[config.mk]
export PLATFORM = sky130hd
export DESIGN_NAME = rvx10_encoder
export DESIGN_NICKNAME = d
export VERILOG_FILES = /design/src/rtl/rvx10_pkg.sv /design/src/rtl/rvx10_encdec.sv /design/src/rtl/rvx10_encoder.sv
export SDC_FILE = /design/constraint.sdc
export NUM_CORES = 1
export LEC_CHECK = 0
export ABC_AREA = 0
export CAP_MARGIN = 10
export CORE_MARGIN = 4
export CORE_UTILIZATION = 43
export CTS_BUF_LIST = sky130_fd_sc_hd__clkbuf_16
export DETAILED_ROUTE_END_ITERATION = 10
export PLACE_DENSITY = 0.8
export RECOVER_POWER = 100
export SETUP_SLACK_MARGIN = 0.5
export SLEW_MARGIN = 20
export SYNTH_ARGS = -nofsm -noshare
export SYNTH_HDL_FRONTEND = slang
export SYNTH_SLANG_ARGS = --single-unit
[constraint.sdc]
create_clock -name clk -period 4 [get_ports clk]
set_input_delay 1.2 -clock clk [delete_from_list [all_inputs] [get_ports clk]]
set_output_delay 1.2 -clock clk [all_outputs]
set_load 0.05 [all_outputs]
[src/rtl/rvx10_pkg.sv]
//------------------------------------------------------------------------------
// Module : rvx10_pkg
// Brief  : Shared op enum, opcode/funct constants and field-packing helpers.
// Rev    : 1.0
//------------------------------------------------------------------------------
`default_nettype none

package rvx10_pkg;

    typedef enum logic [4:0] {
        OP_ADD  = 5'd0,
        OP_SUB  = 5'd1,
        OP_AND  = 5'd2,
        OP_OR   = 5'd3,
        OP_SLT  = 5'd4,
        OP_ADDI = 5'd5,
        OP_ANDI = 5'd6,
        OP_ORI  = 5'd7,
        OP_SLTI = 5'd8,
        OP_LW   = 5'd9,
        OP_SW   = 5'd10,
        OP_BEQ  = 5'd11,
        OP_JAL  = 5'd12,
        OP_ANDN = 5'd13,
        OP_ORN  = 5'd14,
        OP_XNOR = 5'd15,
        OP_MIN  = 5'd16,
        OP_MAX  = 5'd17,
        OP_MINU = 5'd18,
        OP_MAXU = 5'd19,
        OP_ROL  = 5'd20,
        OP_ROR  = 5'd21,
        OP_ABS  = 5'd22
    } enc_op_t;

    typedef enum logic [1:0] {
        ST_IDLE  = 2'd0,
        ST_RUN   = 2'd1,
        ST_DRAIN = 2'd2,
        ST_ERR   = 2'd3
    } state_t;

    localparam logic [6:0] C_OPC_R      = 7'b0110011;
    localparam logic [6:0] C_OPC_IALU   = 7'b0010011;
    localparam logic [6:0] C_OPC_LOAD   = 7'b0000011;
    localparam logic [6:0] C_OPC_STORE  = 7'b0100011;
    localparam logic [6:0] C_OPC_BRANCH = 7'b1100011;
    localparam logic [6:0] C_OPC_JAL    = 7'b1101111;
    localparam logic [6:0] C_OPC_RVX10  = 7'b0001011;

    localparam logic [6:0] C_F7_BASE    = 7'b0000000;
    localparam logic [6:0] C_F7_SUB     = 7'b0100000;
    localparam logic [6:0] C_F7_LOGIC   = 7'b0000000;
    localparam logic [6:0] C_F7_MINMAX  = 7'b0000001;
    localparam logic [6:0] C_F7_ROT     = 7'b0000010;
    localparam logic [6:0] C_F7_ABS     = 7'b0000011;

    localparam logic [2:0] C_F3_ADD     = 3'b000;
    localparam logic [2:0] C_F3_SLT     = 3'b010;
    localparam logic [2:0] C_F3_OR      = 3'b110;
    localparam logic [2:0] C_F3_AND     = 3'b111;
    localparam logic [2:0] C_F3_WORD    = 3'b010;
    localparam logic [2:0] C_F3_BEQ     = 3'b000;

    localparam logic [2:0] C_F3_ANDN    = 3'b000;
    localparam logic [2:0] C_F3_ORN     = 3'b001;
    localparam logic [2:0] C_F3_XNOR    = 3'b010;
    localparam logic [2:0] C_F3_MIN     = 3'b000;
    localparam logic [2:0] C_F3_MAX     = 3'b001;
    localparam logic [2:0] C_F3_MINU    = 3'b010;
    localparam logic [2:0] C_F3_MAXU    = 3'b011;
    localparam logic [2:0] C_F3_ROL     = 3'b000;
    localparam logic [2:0] C_F3_ROR     = 3'b001;
    localparam logic [2:0] C_F3_ABS     = 3'b000;

    function automatic logic [31:0] enc_r(input logic [6:0] f7, input logic [4:0] rs2,
                                          input logic [4:0] rs1, input logic [2:0] f3,
                                          input logic [4:0] rd, input logic [6:0] opc);
        return {f7, rs2, rs1, f3, rd, opc};
    endfunction

    function automatic logic [31:0] enc_i(input logic [11:0] imm, input logic [4:0] rs1,
                                          input logic [2:0] f3, input logic [4:0] rd,
                                          input logic [6:0] opc);
        return {imm, rs1, f3, rd, opc};
    endfunction

    function automatic logic [31:0] enc_s(input logic [11:0] imm, input logic [4:0] rs2,
                                          input logic [4:0] rs1);
        return {imm[11:5], rs2, rs1, C_F3_WORD, imm[4:0], C_OPC_STORE};
    endfunction

    function automatic logic [31:0] enc_b(input logic [12:1] imm, input logic [4:0] rs2,
                                          input logic [4:0] rs1);
        return {imm[12], imm[10:5], rs2, rs1, C_F3_BEQ, imm[4:1], imm[11], C_OPC_BRANCH};
    endfunction

    function automatic logic [31:0] enc_j(input logic [20:1] imm, input logic [4:0] rd);
        return {imm[20], imm[10:1], imm[11], imm[19:12], rd, C_OPC_JAL};
    endfunction

endpackage

`default_nettype wire

[src/rtl/rvx10_encdec.sv]
//------------------------------------------------------------------------------
// Module : rvx10_encdec
// Brief  : Combinational op/field/immediate to instruction word encoder with
//          illegal-op and immediate range detection.
// Rev    : 1.0
//------------------------------------------------------------------------------
`default_nettype none

module rvx10_encdec
    import rvx10_pkg::*;
(
    input  logic [4:0]  op,
    input  logic [4:0]  rd,
    input  logic [4:0]  rs1,
    input  logic [4:0]  rs2,
    input  logic [31:0] imm,
    output logic [31:0] word,
    output logic        illegal
);

    logic signed [31:0] w_imm_s;
    logic               w_i_ok;
    logic               w_b_ok;
    logic               w_j_ok;

    assign w_imm_s = $signed(imm);
    assign w_i_ok  = (w_imm_s >= -32'sd2048)    && (w_imm_s <= 32'sd2047);
    assign w_b_ok  = (w_imm_s >= -32'sd4096)    && (w_imm_s <= 32'sd4094)    && !imm[0];
    assign w_j_ok  = (w_imm_s >= -32'sd1048576) && (w_imm_s <= 32'sd1048574) && !imm[0];

    always_comb begin
        word    = 32'd0;
        illegal = 1'b0;
        case (op)
            OP_ADD:  word = enc_r(C_F7_BASE, rs2, rs1, C_F3_ADD, rd, C_OPC_R);
            OP_SUB:  word = enc_r(C_F7_SUB,  rs2, rs1, C_F3_ADD, rd, C_OPC_R);
            OP_AND:  word = enc_r(C_F7_BASE, rs2, rs1, C_F3_AND, rd, C_OPC_R);
            OP_OR:   word = enc_r(C_F7_BASE, rs2, rs1, C_F3_OR,  rd, C_OPC_R);
            OP_SLT:  word = enc_r(C_F7_BASE, rs2, rs1, C_F3_SLT, rd, C_OPC_R);
            OP_ADDI: begin
                word    = enc_i(imm[11:0], rs1, C_F3_ADD, rd, C_OPC_IALU);
                illegal = !w_i_ok;
            end
            OP_ANDI: begin
                word    = enc_i(imm[11:0], rs1, C_F3_AND, rd, C_OPC_IALU);
                illegal = !w_i_ok;
            end
            OP_ORI: begin
                word    = enc_i(imm[11:0], rs1, C_F3_OR, rd, C_OPC_IALU);
                illegal = !w_i_ok;
            end
            OP_SLTI: begin
                word    = enc_i(imm[11:0], rs1, C_F3_SLT, rd, C_OPC_IALU);
                illegal = !w_i_ok;
            end
            OP_LW: begin
                word    = enc_i(imm[11:0], rs1, C_F3_WORD, rd, C_OPC_LOAD);
                illegal = !w_i_ok;
            end
            OP_SW: begin
                word    = enc_s(imm[11:0], rs2, rs1);
                illegal = !w_i_ok;
            end
            OP_BEQ: begin
                word    = enc_b(imm[12:1], rs2, rs1);
                illegal = !w_b_ok;
            end
            OP_JAL: begin
                word    = enc_j(imm[20:1], rd);
                illegal = !w_j_ok;
            end
            OP_ANDN: word = enc_r(C_F7_LOGIC,  rs2, rs1, C_F3_ANDN, rd, C_OPC_RVX10);
            OP_ORN:  word = enc_r(C_F7_LOGIC,  rs2, rs1, C_F3_ORN,  rd, C_OPC_RVX10);
            OP_XNOR: word = enc_r(C_F7_LOGIC,  rs2, rs1, C_F3_XNOR, rd, C_OPC_RVX10);
            OP_MIN:  word = enc_r(C_F7_MINMAX, rs2, rs1, C_F3_MIN,  rd, C_OPC_RVX10);
            OP_MAX:  word = enc_r(C_F7_MINMAX, rs2, rs1, C_F3_MAX,  rd, C_OPC_RVX10);
            OP_MINU: word = enc_r(C_F7_MINMAX, rs2, rs1, C_F3_MINU, rd, C_OPC_RVX10);
            OP_MAXU: word = enc_r(C_F7_MINMAX, rs2, rs1, C_F3_MAXU, rd, C_OPC_RVX10);
            OP_ROL:  word = enc_r(C_F7_ROT,    rs2, rs1, C_F3_ROL,  rd, C_OPC_RVX10);
            OP_ROR:  word = enc_r(C_F7_ROT,    rs2, rs1, C_F3_ROR,  rd, C_OPC_RVX10);
            // ABS is unary: the rs2 slot is always encoded as zero
            OP_ABS:  word = enc_r(C_F7_ABS,    5'd0, rs1, C_F3_ABS, rd, C_OPC_RVX10);
            default: illegal = 1'b1;
        endcase
    end

endmodule

`default_nettype wire

[src/rtl/rvx10_encoder.sv]
//------------------------------------------------------------------------------
// Module : rvx10_encoder
// Brief  : Streaming instruction encoder: request in, addressed word out, with
//          run/drain/error control and a written-word counter.
// Rev    : 1.0
//------------------------------------------------------------------------------
`default_nettype none

module rvx10_encoder
    import rvx10_pkg::*;
#(
    parameter int CNT_W = 16
) (
    input  logic              clk,
    input  logic              reset,
    input  logic              start,
    input  logic [31:0]       base_addr,
    input  logic              stop,
    input  logic              req_valid,
    output logic              req_ready,
    input  logic [4:0]        req_op,
    input  logic [4:0]        req_rd,
    input  logic [4:0]        req_rs1,
    input  logic [4:0]        req_rs2,
    input  logic [31:0]       req_imm,
    output logic              wr_valid,
    input  logic              wr_ready,
    output logic [31:0]       wr_addr,
    output logic [31:0]       wr_data,
    output logic              busy,
    output logic              err,
    output logic [CNT_W-1:0]  count
);

    state_t             state_q,    state_d;
    logic [31:0]        addr_q,     addr_d;
    logic [CNT_W-1:0]   count_q,    count_d;
    logic               err_q,      err_d;
    logic               wr_valid_q, wr_valid_d;
    logic [31:0]        wr_addr_q,  wr_addr_d;
    logic [31:0]        wr_data_q,  wr_data_d;

    logic [31:0]        w_enc_word;
    logic               w_enc_illegal;
    logic               w_accept;
    logic               w_hs;

    rvx10_encdec u_encdec (
        .op      (req_op),
        .rd      (req_rd),
        .rs1     (req_rs1),
        .rs2     (req_rs2),
        .imm     (req_imm),
        .word    (w_enc_word),
        .illegal (w_enc_illegal)
    );

    always_comb begin
        state_d    = state_q;
        addr_d     = addr_q;
        count_d    = count_q;
        err_d      = err_q;
        wr_valid_d = wr_valid_q;
        wr_addr_d  = wr_addr_q;
        wr_data_d  = wr_data_q;

        req_ready = (state_q == ST_RUN) && !start && !stop && (!wr_valid_q || wr_ready);
        w_accept  = req_valid && req_ready;
        w_hs      = wr_valid_q && wr_ready;

        if (w_hs) begin
            wr_valid_d = 1'b0;
            count_d    = count_q + CNT_W'(1);
        end

        // start restarts from any state and discards a pending word
        if (start) begin
            state_d    = ST_RUN;
            addr_d     = base_addr;
            count_d    = '0;
            err_d      = 1'b0;
            wr_valid_d = 1'b0;
        end else begin
            case (state_q)
                ST_RUN: begin
                    if (stop) begin
                        state_d = ST_DRAIN;
                    end else if (w_accept) begin
                        if (w_enc_illegal) begin
                            err_d   = 1'b1;
                            state_d = ST_ERR;
                        end else begin
                            wr_valid_d = 1'b1;
                            wr_addr_d  = addr_q;
                            wr_data_d  = w_enc_word;
                            addr_d     = addr_q + 32'd4;
                        end
                    end
                end
                ST_DRAIN: begin
                    if (!wr_valid_q || w_hs) begin
                        state_d = ST_IDLE;
                    end
                end
                default: ;
            endcase
        end
    end

    always_ff @(posedge clk or posedge reset) begin
        if (reset) begin
            state_q    <= ST_IDLE;
            addr_q     <= 32'd0;
            count_q    <= '0;
            err_q      <= 1'b0;
            wr_valid_q <= 1'b0;
            wr_addr_q  <= 32'd0;
            wr_data_q  <= 32'd0;
        end else begin
            state_q    <= state_d;
            addr_q     <= addr_d;
            count_q    <= count_d;
            err_q      <= err_d;
            wr_valid_q <= wr_valid_d;
            wr_addr_q  <= wr_addr_d;
            wr_data_q  <= wr_data_d;
        end
    end

    assign wr_valid = wr_valid_q;
    assign wr_addr  = wr_addr_q;
    assign wr_data  = wr_data_q;
    assign busy     = (state_q == ST_RUN) || (state_q == ST_DRAIN);
    assign err      = err_q;
    assign count    = count_q;

endmodule

`default_nettype wire

==> impl_metrics.tcl, run 1 <==
set metrics [dict create \
    fin_setup_tns_ns 0 \
    min_period_ns 3.61 \
    ys.flop_type "dfrtp_1" \
    max-slew-margin-rel -0.00299 \
    start_util 0.447 \
    seq_area_frac_synth 0.479 \
    drtPass1Iterations 5 \
    yosysTopAreaCellShare 0.479 \
    yosysWarnings 0 \
    crit_family "buffers and inverters" \
    path_buf_inv 2 \
    grt_use_met1 0.286 \
    grt_max_degree 55 \
    ys_ff_latch 115 \
    avgViaCountPerCell 5.63 \
    routed_wl_um 18400 \
    rsz0062_at_grt "no" \
    p_int_uw 3020 \
    cp_max_fo 3 \
    dieArea_mm2 0.0159 \
    hpwl_um 12400 \
    cp-end-kind "output pin" \
    critPathLaunchType "primary input" \
    pwr-share-seq 0.321 \
    final_common_cell "nand2_1" \
    r2r_start "state_q[1]$_DFFE_PP0P_" \
    finClkSkew_ns 0.00817 \
    arrival_ns 2.41 \
    min_period_over_period 0.902 \
    ant_nets 0 \
    use_met2 0.358 \
    root_buffer "clkbuf_16" \
    fp.dieW_um 126 \
    min_from "addr_q[0]$_DFFE_PP0P_" \
    vias 5884 \
    worstMarginPinSlew_ns 1.50 \
    cp_slowest_stage_delay_ns 0.55 \
    ir_drop_v 0.000505 \
    gr-total-overflow 0 \
    worstPathCellList "dlygate4sd3_1 > nor2b_1 > nor3_1 > buf_12" \
    critical_path_required_ns 2.80 \
    critPathLaunch "wr_ready" \
    synth.avg_cell_area_um2 9.04 \
    port_buffers 173 \
    n_fill_cell 1077 \
    combPwrFrac 0.411 \
    cp_slowest_cell "dlygate4sd3_1" \
    drv_slew 1 \
    grt_busiest_layer "met2" \
    drtIter0Drc 478 \
    power.leakage_uw 0.00405 \
    status "finished, violations left" \
    max_freq_mhz 277 \
    use_met3 0.0673 \
    ctsHoldBuffers 0 \
    tritoncts "yes" \
    fp-row-count 42 \
    fin_nets 951 \
    hold_ws_ns 0.468 \
    synth_top_cell_by_area "dfrtp_1" \
    synth_edf_count 0 \
    clk_latency_ns 0.41 \
    clk_pin_slew_worst_paths_ns 0.05 \
    synthArstFlopShare 1.00 \
    grt_pass1_vias 5681 \
    clkPwrFrac 0.268 \
    clockBufferDepth 2 \
    cap_violations 1 \
    synthTopCellsByArea "dfrtp_1 48%, nand2_1 9.7%, a221o_1 4.7%" \
    netlist_area_mm2 0.00601 \
    p_switching_uw 2140 \
    dieHeight_um 126 \
    track_usage 0.223 \
    antenna_found_initial 0 \
    final_cell_mix "156 x nand2_1, 115 x dfrtp_1, 85 x dlygate4sd3_1, 77 x clkdlybuf4s50_1, 40 x nor2_1" \
    cts.sinks 115 \
    dp.cells 1009 \
    finalSetupViolCount 0 \
    p_sw_frac 0.415 \
    min-delay-path-class "reg -> reg" \
    n_antenna_cell 0 \
    fin_cells 1045 \
    syn_to_final_growth_pct 46.5 \
    fin_ws_ns 0.391 \
    wl_per_cell_um 17.6 \
    drive_above_1_share 0.0921 \
    violations "max-capacitance violations, max-slew violations" \
    pre_cts_ws_ns 0.00498 \
    finalPower_uw 5160 \
    worstSetupPathType "in -> out" \
    cts_buffers 17 \
    cts_max_level 4 \
    powerDensity_mw_per_mm2 586 \
    core-area_mm2 0.0135 \
    place.gp.congestion 0.926 \
    syn_inst 665 \
    hold_viol 0 \
    drc_errors 0 \
    grt_pass1_wl_um 28700 \
    synth_fp_nets 759 \
    ios 174 \
    synth.distinct_cells 55 \
]
## stage by stage
stage          utilization  cell area, um2
5_1_grt              0.655            8810
6_report             0.655            8810
3_3_place_gp         0.606            8150
2_1_floorplan            -            6020
3_5_place_dp         0.606            8150
4_1_cts              0.646            8690
## logic make-up after synthesis
family	Yosys count	share of synthesized area
AO/OA/AOI/OAI	165	0.203
XOR/XNOR	15	0.0219
adder cells (fa/ha/maj)	4	0.00833
buffers and inverters	52	0.0402
flip-flops	115	0.479
multiplexers	3	0.00562
AND/OR/NAND/NOR	311	0.242
## path summary, 6_finish.rpt
path / endpoint / cells after the start / slack (ns)
min: wr_addr[0]$_DFFE_PP0P_ / 2 / 0.47
max in group asynchronous: addr_q[9]$_DFFE_PP0P_ / 3 / 0.73
min reg2reg: wr_addr[0]$_DFFE_PP0P_ / 2 / 0.47
max reg2reg: addr_q[11]$_DFFE_PP0P_ / 10 / 1.29
max: req_ready / 4 / 0.39
min in group asynchronous: wr_valid$_DFF_PP0_ / 2 / 1.60
## tightest hold or removal path, delay by kind of cell (launching register included)
kind	cells	cell delay, ns
flip-flops	1	0.34
AND/OR/NAND/NOR	2	0.10
## sequential cells by signal, indices dropped and copies added (netlist names)
signal    cells
addr_q       32
wr_addr      32
wr_data      31
count        16
state_q       2
err           1
wr_valid      1
## routing by layer
layer | vias up | part of all wire
met4 | 0 | 0.016
li1 | 2772 | -
met1 | 2832 | 0.42
met5 | - | 0
met3 | 26 | 0.079
met2 | 254 | 0.48
## synthesized netlist by cell type (6+ instances only)
cell type,number
inv_1,11
nand2_1,156
nor2_1,40
o21ai_1,32
nor4_1,7
nand3_1,19
o21ai_0,10
a21oi_1,17
o21bai_1,12
nand4_1,13
xor2_1,10
dfrtp_1,115
a21o_1,15
clkbuf_1,17
and2_1,6
nor3_1,22
nand2b_1,12
a22oi_1,20
nor3b_1,9
buf_2,18
and3_1,6
a221o_1,28
## final cells by class
class | count | area, um2 | area share
Clock buffer | 17 | 425 | 0.0483
Clock inverter | 14 | 108 | 0.0122
Inverter | 11 | 42.5 | 0.00483
Multi-Input combinational cell | 498 | 2960 | 0.336
Sequential cell | 115 | 2880 | 0.327
Tap cell | 176 | 220 | 0.0250
Timing Repair Buffer | 214 | 2170 | 0.247
## power groups by stage
| stage | Sequential, uW | Combinational (uW) | Clock, uW |
|---|---|---|---|
| 5_1_grt | 1700 | 2240 | 1470 |
| 6_report | 1660 | 2120 | 1380 |
| 2_1_floorplan | 2590 | 477 | 0 |
| 4_1_cts | 1670 | 2230 | 1410 |
| 3_5_place_dp | 1680 | 2220 | 0 |
| 3_3_place_gp | 1670 | 2200 | 0 |
## repair_timing
action                                  CTS  global route
endpoints found under the setup margin   20            59
buffers inserted                          0             1
pin swaps                                 0             9
cloned                                    0             4
resized for setup                         1            22
(Power assumes the default switching activity.)
==> run 2, diff against run 1 <==
--- a/config.mk
+++ b/config.mk
@@ -12,7 +12,6 @@
 export CTS_BUF_LIST = sky130_fd_sc_hd__clkbuf_16
 export DETAILED_ROUTE_END_ITERATION = 10
 export PLACE_DENSITY = 0.8
-export RECOVER_POWER = 100
 export SETUP_SLACK_MARGIN = 0.5
 export SLEW_MARGIN = 20
 export SYNTH_ARGS = -nofsm -noshare
==> run 2 against run 1 <==
Compared with the run above:
- the flow now finishes without violations
- worst hold slack hardly changed
- routed wire length rose by 0.12%
- non-clock buffer count stayed put
- register-to-register slack improved by 0.03 ns
- clock power barely moved
- final cell count did not move
- count of clock-buffer cells in the layout did not move
- sequential share of layout area fell by 0.29 points
- via count is 0.49% lower
- largest power group unchanged
- highest routed layer unchanged
==> impl_metrics.tcl, run 2 (synthesis results as in run 1) <==
set metrics [dict create \
    hold_viol 0 \
    finalSetupViolCount 0 \
    drtPass1Iterations 5 \
    cts_max_level 4 \
    cap_violations 0 \
    drv_slew 0 \
    cts.sinks 115 \
    antenna_found_initial 0 \
    drtIter0Drc 428 \
    vias 5855 \
    clk_latency_ns 0.41 \
    root_buffer "clkbuf_16" \
    power.leakage_uw 0.00389 \
    max-slew-margin-rel 0.467 \
    use_met3 0.0673 \
    grt_pass1_wl_um 28700 \
    fin_setup_tns_ns 0 \
    grt_max_degree 55 \
    arrival_ns 3.75 \
    drive_above_1_share 0.101 \
    hpwl_um 12400 \
    syn_to_final_growth_pct 47.8 \
    cp-end-kind "flop" \
    clk_pin_slew_worst_paths_ns 0.06 \
    dieHeight_um 126 \
    min_period_over_period 0.864 \
    grt_busiest_layer "met2" \
    grt_use_met1 0.286 \
    worstSetupPathType "in -> reg" \
    avgViaCountPerCell 5.60 \
    ant_nets 0 \
    cts_buffers 17 \
    routed_wl_um 18400 \
    powerDensity_mw_per_mm2 596 \
    fin_nets 951 \
    dieArea_mm2 0.0159 \
    rsz0062_at_grt "no" \
    track_usage 0.223 \
    postPlaceCellArea_mm2 0.00815 \
    fp.dieW_um 126 \
    wl_per_cell_um 17.6 \
    final_cell_mix "162 x clkdlybuf4s50_1, 156 x nand2_1, 115 x dfrtp_1, 40 x nor2_1, 32 x o21ai_1" \
    worstMarginPinSlew_ns 0.798 \
    min-delay-path-class "reg -> reg" \
    fp-row-count 42 \
    use_met2 0.358 \
    fin_ws_ns 0.543 \
    ios 174 \
    start_util 0.447 \
    grt_pass1_vias 5681 \
    max_freq_mhz 289 \
    critical_path_required_ns 4.30 \
    finClkSkew_ns 0.00705 \
    port_buffers 173 \
    drc_errors 0 \
    gr-total-overflow 0 \
    ctsHoldBuffers 0 \
    pre_cts_ws_ns 0.00498 \
    final_common_cell "clkdlybuf4s50_1" \
    tritoncts "yes" \
    status "finished, final reports clean" \
    cp_max_fo 7 \
    ir_drop_v 0.000531 \
    n_fill_cell 1064 \
    n_antenna_cell 0 \
    min_period_ns 3.46 \
    core-area_mm2 0.0135 \
    clockBufferDepth 2 \
    place.gp.congestion 0.926 \
    critPathLaunchType "primary input" \
    final_area_mm2 0.00889 \
]
## run 2: cell count changes in the layout (fill, tap and decap cells not counted), moves of 2 or more
cell             delta
dlygate4sd3_1      -85
o21ai_1            +25
clkbuf_2            -3
buf_4               +6
buf_12              +2
clkdlybuf4s50_1    +85
o21ai_0            -25
clkbuf_1            -5
## run 2: power breakdown
group          switching [uW]  internal (uW)
clock network             504            884
registers                 198           1470
logic                    1460            778
## run 2: critical path: stages
cell             delay [ns]
clkdlybuf4s50_1        0.46
nor4_2                 0.34
nand3_2                0.17
o311a_4                0.40
a221oi_4               0.37
a21oi_4                0.16
clkbuf_16              0.21
a21o_1                 0.15
a221o_1                0.29
## run 2: per-stage QoR
step	power [uW]	hold WS (ns)	util	instances
2_1_floorplan	3070	0.435	-	665
3_3_place_gp	3870	0.447	0.606	1009
3_5_place_dp	3900	0.460	0.606	1009
4_1_cts	5310	0.470	0.646	1040
5_1_grt	5540	0.497	0.661	1045
6_report	5300	0.467	0.661	1045
## run 2: final cells by class
class	instances	area (um2)	area share
multi-input cells	498	2990	0.336
flip-flops and latches	115	2880	0.324
repair buffers	214	2220	0.250
clock buffers	17	425	0.0479
well taps	176	220	0.0248
clock inverters	14	108	0.0121
inverters	11	45.0	0.00507
## run 2: layer usage
metal | wire length [um] | up-vias
li1 | - | 2774
met5 | 0 | -
met1 | 7840 | 2816
met2 | 8910 | 242
met4 | 308 | 0
met3 | 1380 | 23
## run 2: path summary, 6_finish.rpt
path	startpoint	end	slack, ns	cells after the start
worst max-delay path	req_imm[20]	addr_q[29]$_DFFE_PP0P_	0.54	9
worst min-delay path	addr_q[0]$_DFFE_PP0P_	wr_addr[0]$_DFFE_PP0P_	0.47	2
worst max register to register	addr_q[2]$_DFFE_PP0P_	addr_q[28]$_DFFE_PP0P_	1.32	8
worst min register to register	addr_q[0]$_DFFE_PP0P_	wr_addr[0]$_DFFE_PP0P_	0.47	2
max in group asynchronous	reset	addr_q[9]$_DFFE_PP0P_	2.04	3
min in group asynchronous	reset	wr_valid$_DFF_PP0_	1.29	2
## run 2: repair_timing
item | 4_1_cts | 5_1_grt
endpoints found under the setup margin | 20 | 59
setup buffers | 0 | 1
gates resized for setup | 1 | 22
hold endpoints to repair | 0 | 0
pin swaps | 0 | 9
gates cloned | 0 | 4
==> run 3, diff against run 2 <==
--- a/config.mk
+++ b/config.mk
@@ -13,7 +13,9 @@
 export DETAILED_ROUTE_END_ITERATION = 10
 export PLACE_DENSITY = 0.8
 export SETUP_SLACK_MARGIN = 0.5
+export SKIP_LAST_GASP = 1
 export SLEW_MARGIN = 20
 export SYNTH_ARGS = -nofsm -noshare
 export SYNTH_HDL_FRONTEND = slang
 export SYNTH_SLANG_ARGS = --single-unit
+export TNS_END_PERCENT = 1
==> run 3 against run 2 <==
Compared with the run above:
- worst setup slack improved by 0.017 ns
- register-to-register slack got worse by 0.05 ns
- routed wire length decreased by 3.8%
- critical path type unchanged
- largest cell class unchanged
- highest routed layer unchanged
==> impl_metrics.tcl, run 3 (synthesis results as in run 1) <==
set metrics [dict create \
    critPathLaunchType "primary input" \
    routed_wl_um 17700 \
    dieArea_mm2 0.0159 \
    max-slew-margin-rel 0.545 \
    vias 5772 \
    ios 174 \
    clk_pin_slew_worst_paths_ns 0.06 \
    port_buffers 173 \
    min-delay-path-class "reg -> reg" \
    drtIter0Drc 400 \
    clockBufferDepth 2 \
    drc_errors 0 \
    ant_nets 0 \
    routed.top_layer "met4" \
    finalPower_uw 5320 \
    worstPathCellList "clkdlybuf4s50_1 > nor4_4 > a2111oi_2 > a221o_1 > a311oi_4 > buf_4 > a21oi_4 > a21o_1 > a221o_1" \
    root_buffer "clkbuf_16" \
    fin_util 0.647 \
    worstSetupPathType "in -> reg" \
    core-area_mm2 0.0135 \
    grt_pass1_vias 5571 \
    track_usage 0.218 \
    fin_setup_tns_ns 0 \
    syn_to_final_growth_pct 44.9 \
    fp-row-count 42 \
    final_common_cell "clkdlybuf4s50_1" \
    max_freq_mhz 291 \
    powerDensity_mw_per_mm2 611 \
    min_period_over_period 0.860 \
    cp_max_fo 14 \
    drv_slew 0 \
    cp_slowest_stage_delay_ns 0.51 \
    cap_violations 0 \
    tritoncts "yes" \
    cp-end-kind "flop" \
    avgViaCountPerCell 5.57 \
    rsz0062_at_grt "yes" \
    met2_length_um 8340 \
    grt_pass1_wl_um 28200 \
    drtPass1Iterations 5 \
    min_period_ns 3.44 \
    ff2ff_path_depth 8 \
    finClkSkew_ns 0.0101 \
    fp.dieW_um 126 \
    n_antenna_cell 0 \
    wl_met1_um 7770 \
    hold_depth 2 \
    clk_latency_ns 0.42 \
    start_util 0.447 \
    r2r_setup_slack_ns 1.27 \
    place.gp.congestion 0.947 \
    worstMarginPinSlew_ns 0.679 \
    hpwl_um 12100 \
    finalSetupViolCount 0 \
    final_cell_mix "170 x clkdlybuf4s50_1, 156 x nand2_1, 115 x dfrtp_1, 40 x nor2_1, 32 x o21ai_1" \
    critical_path_required_ns 4.29 \
    status "finished, final reports clean" \
    gr-total-overflow 0 \
    antenna_found_initial 0 \
    cts.sinks 115 \
    arrival_ns 3.73 \
    hold_viol 0 \
    wl_met3_um 1380 \
    drive_above_1_share 0.0895 \
    cts_max_level 4 \
    ir_drop_v 0.000410 \
    crit_path_frequent_cell "a221o_1" \
    cp_slowest_cell "clkdlybuf4s50_1" \
    fin_nets 942 \
    wl_per_cell_um 17.1 \
    power.leakage_uw 0.00370 \
    dieHeight_um 126 \
    cts_buffers 17 \
    grt_max_degree 63 \
]
-- run 3: metrics by stage --
stage	cell area, um2	hold WS (ns)	setup slack, ns	cells
global placement	8060	0.447	0.165	1000
global route	8710	0.499	0.451	1036
floorplan	6010	0.435	0.0458	665
CTS	8610	0.472	0.566	1031
detailed placement	8060	0.463	0.131	1000
finish	8710	0.467	0.560	1036
-- run 3: path summary, 6_finish.rpt --
check                                         end             startpoint
setup / recovery           addr_q[29]$_DFFE_PP0P_            req_imm[18]
hold / removal             wr_addr[1]$_DFFE_PP0P_  addr_q[1]$_DFFE_PP0P_
setup reg to reg           addr_q[28]$_DFFE_PP0P_  addr_q[2]$_DFFE_PP0P_
hold reg to reg            wr_addr[1]$_DFFE_PP0P_  addr_q[1]$_DFFE_PP0P_
max in group asynchronous  wr_addr[0]$_DFFE_PP0P_                  reset
min in group asynchronous         err$_DFFE_PP0P_                  reset
-- run 3: timing repair --
action | 4_1_cts | 5_1_grt
resized for setup | 1 | 8
pin swaps | 0 | 4
hold buffers | 0 | 0
endpoints found under the setup margin | 1 | 60
endpoints found under the hold margin | 0 | 0
buffers inserted | 0 | 3
gates cloned | 0 | 2
-- run 3: cell type report --
| type | instances | area [um2] |
|---|---|---|
| Fill cell | 1121 | 4740 |
| Multi-Input combinational cell | 499 | 2950 |
| Sequential cell | 115 | 2880 |
| Timing Repair Buffer | 204 | 2060 |
| Clock buffer | 17 | 425 |
| Tap cell | 176 | 220 |
| Clock inverter | 14 | 124 |
| Inverter | 11 | 45.0 |
-- run 3: worst max-delay path, delay by kind of cell --
kind / cells / cell delay [ns]
buf+inv: 2 / 0.72
compound gates: 6 / 1.48
simple gates: 1 / 0.33
-- run 3: metal layers --
| metal | track usage | up-vias |
|---|---|---|
| li1 | - | 2751 |
| met1 | 0.295 | 2755 |
| met2 | 0.343 | 241 |
| met3 | 0.0652 | 25 |
| met4 | 0.0580 | 0 |
| met5 | 0 | - |
-- run 3: where the power goes --
group | internal (uW) | switching [uW]
combinational | 766 | 1450
sequential | 1470 | 201
clock | 895 | 534
total | 3130 | 2190
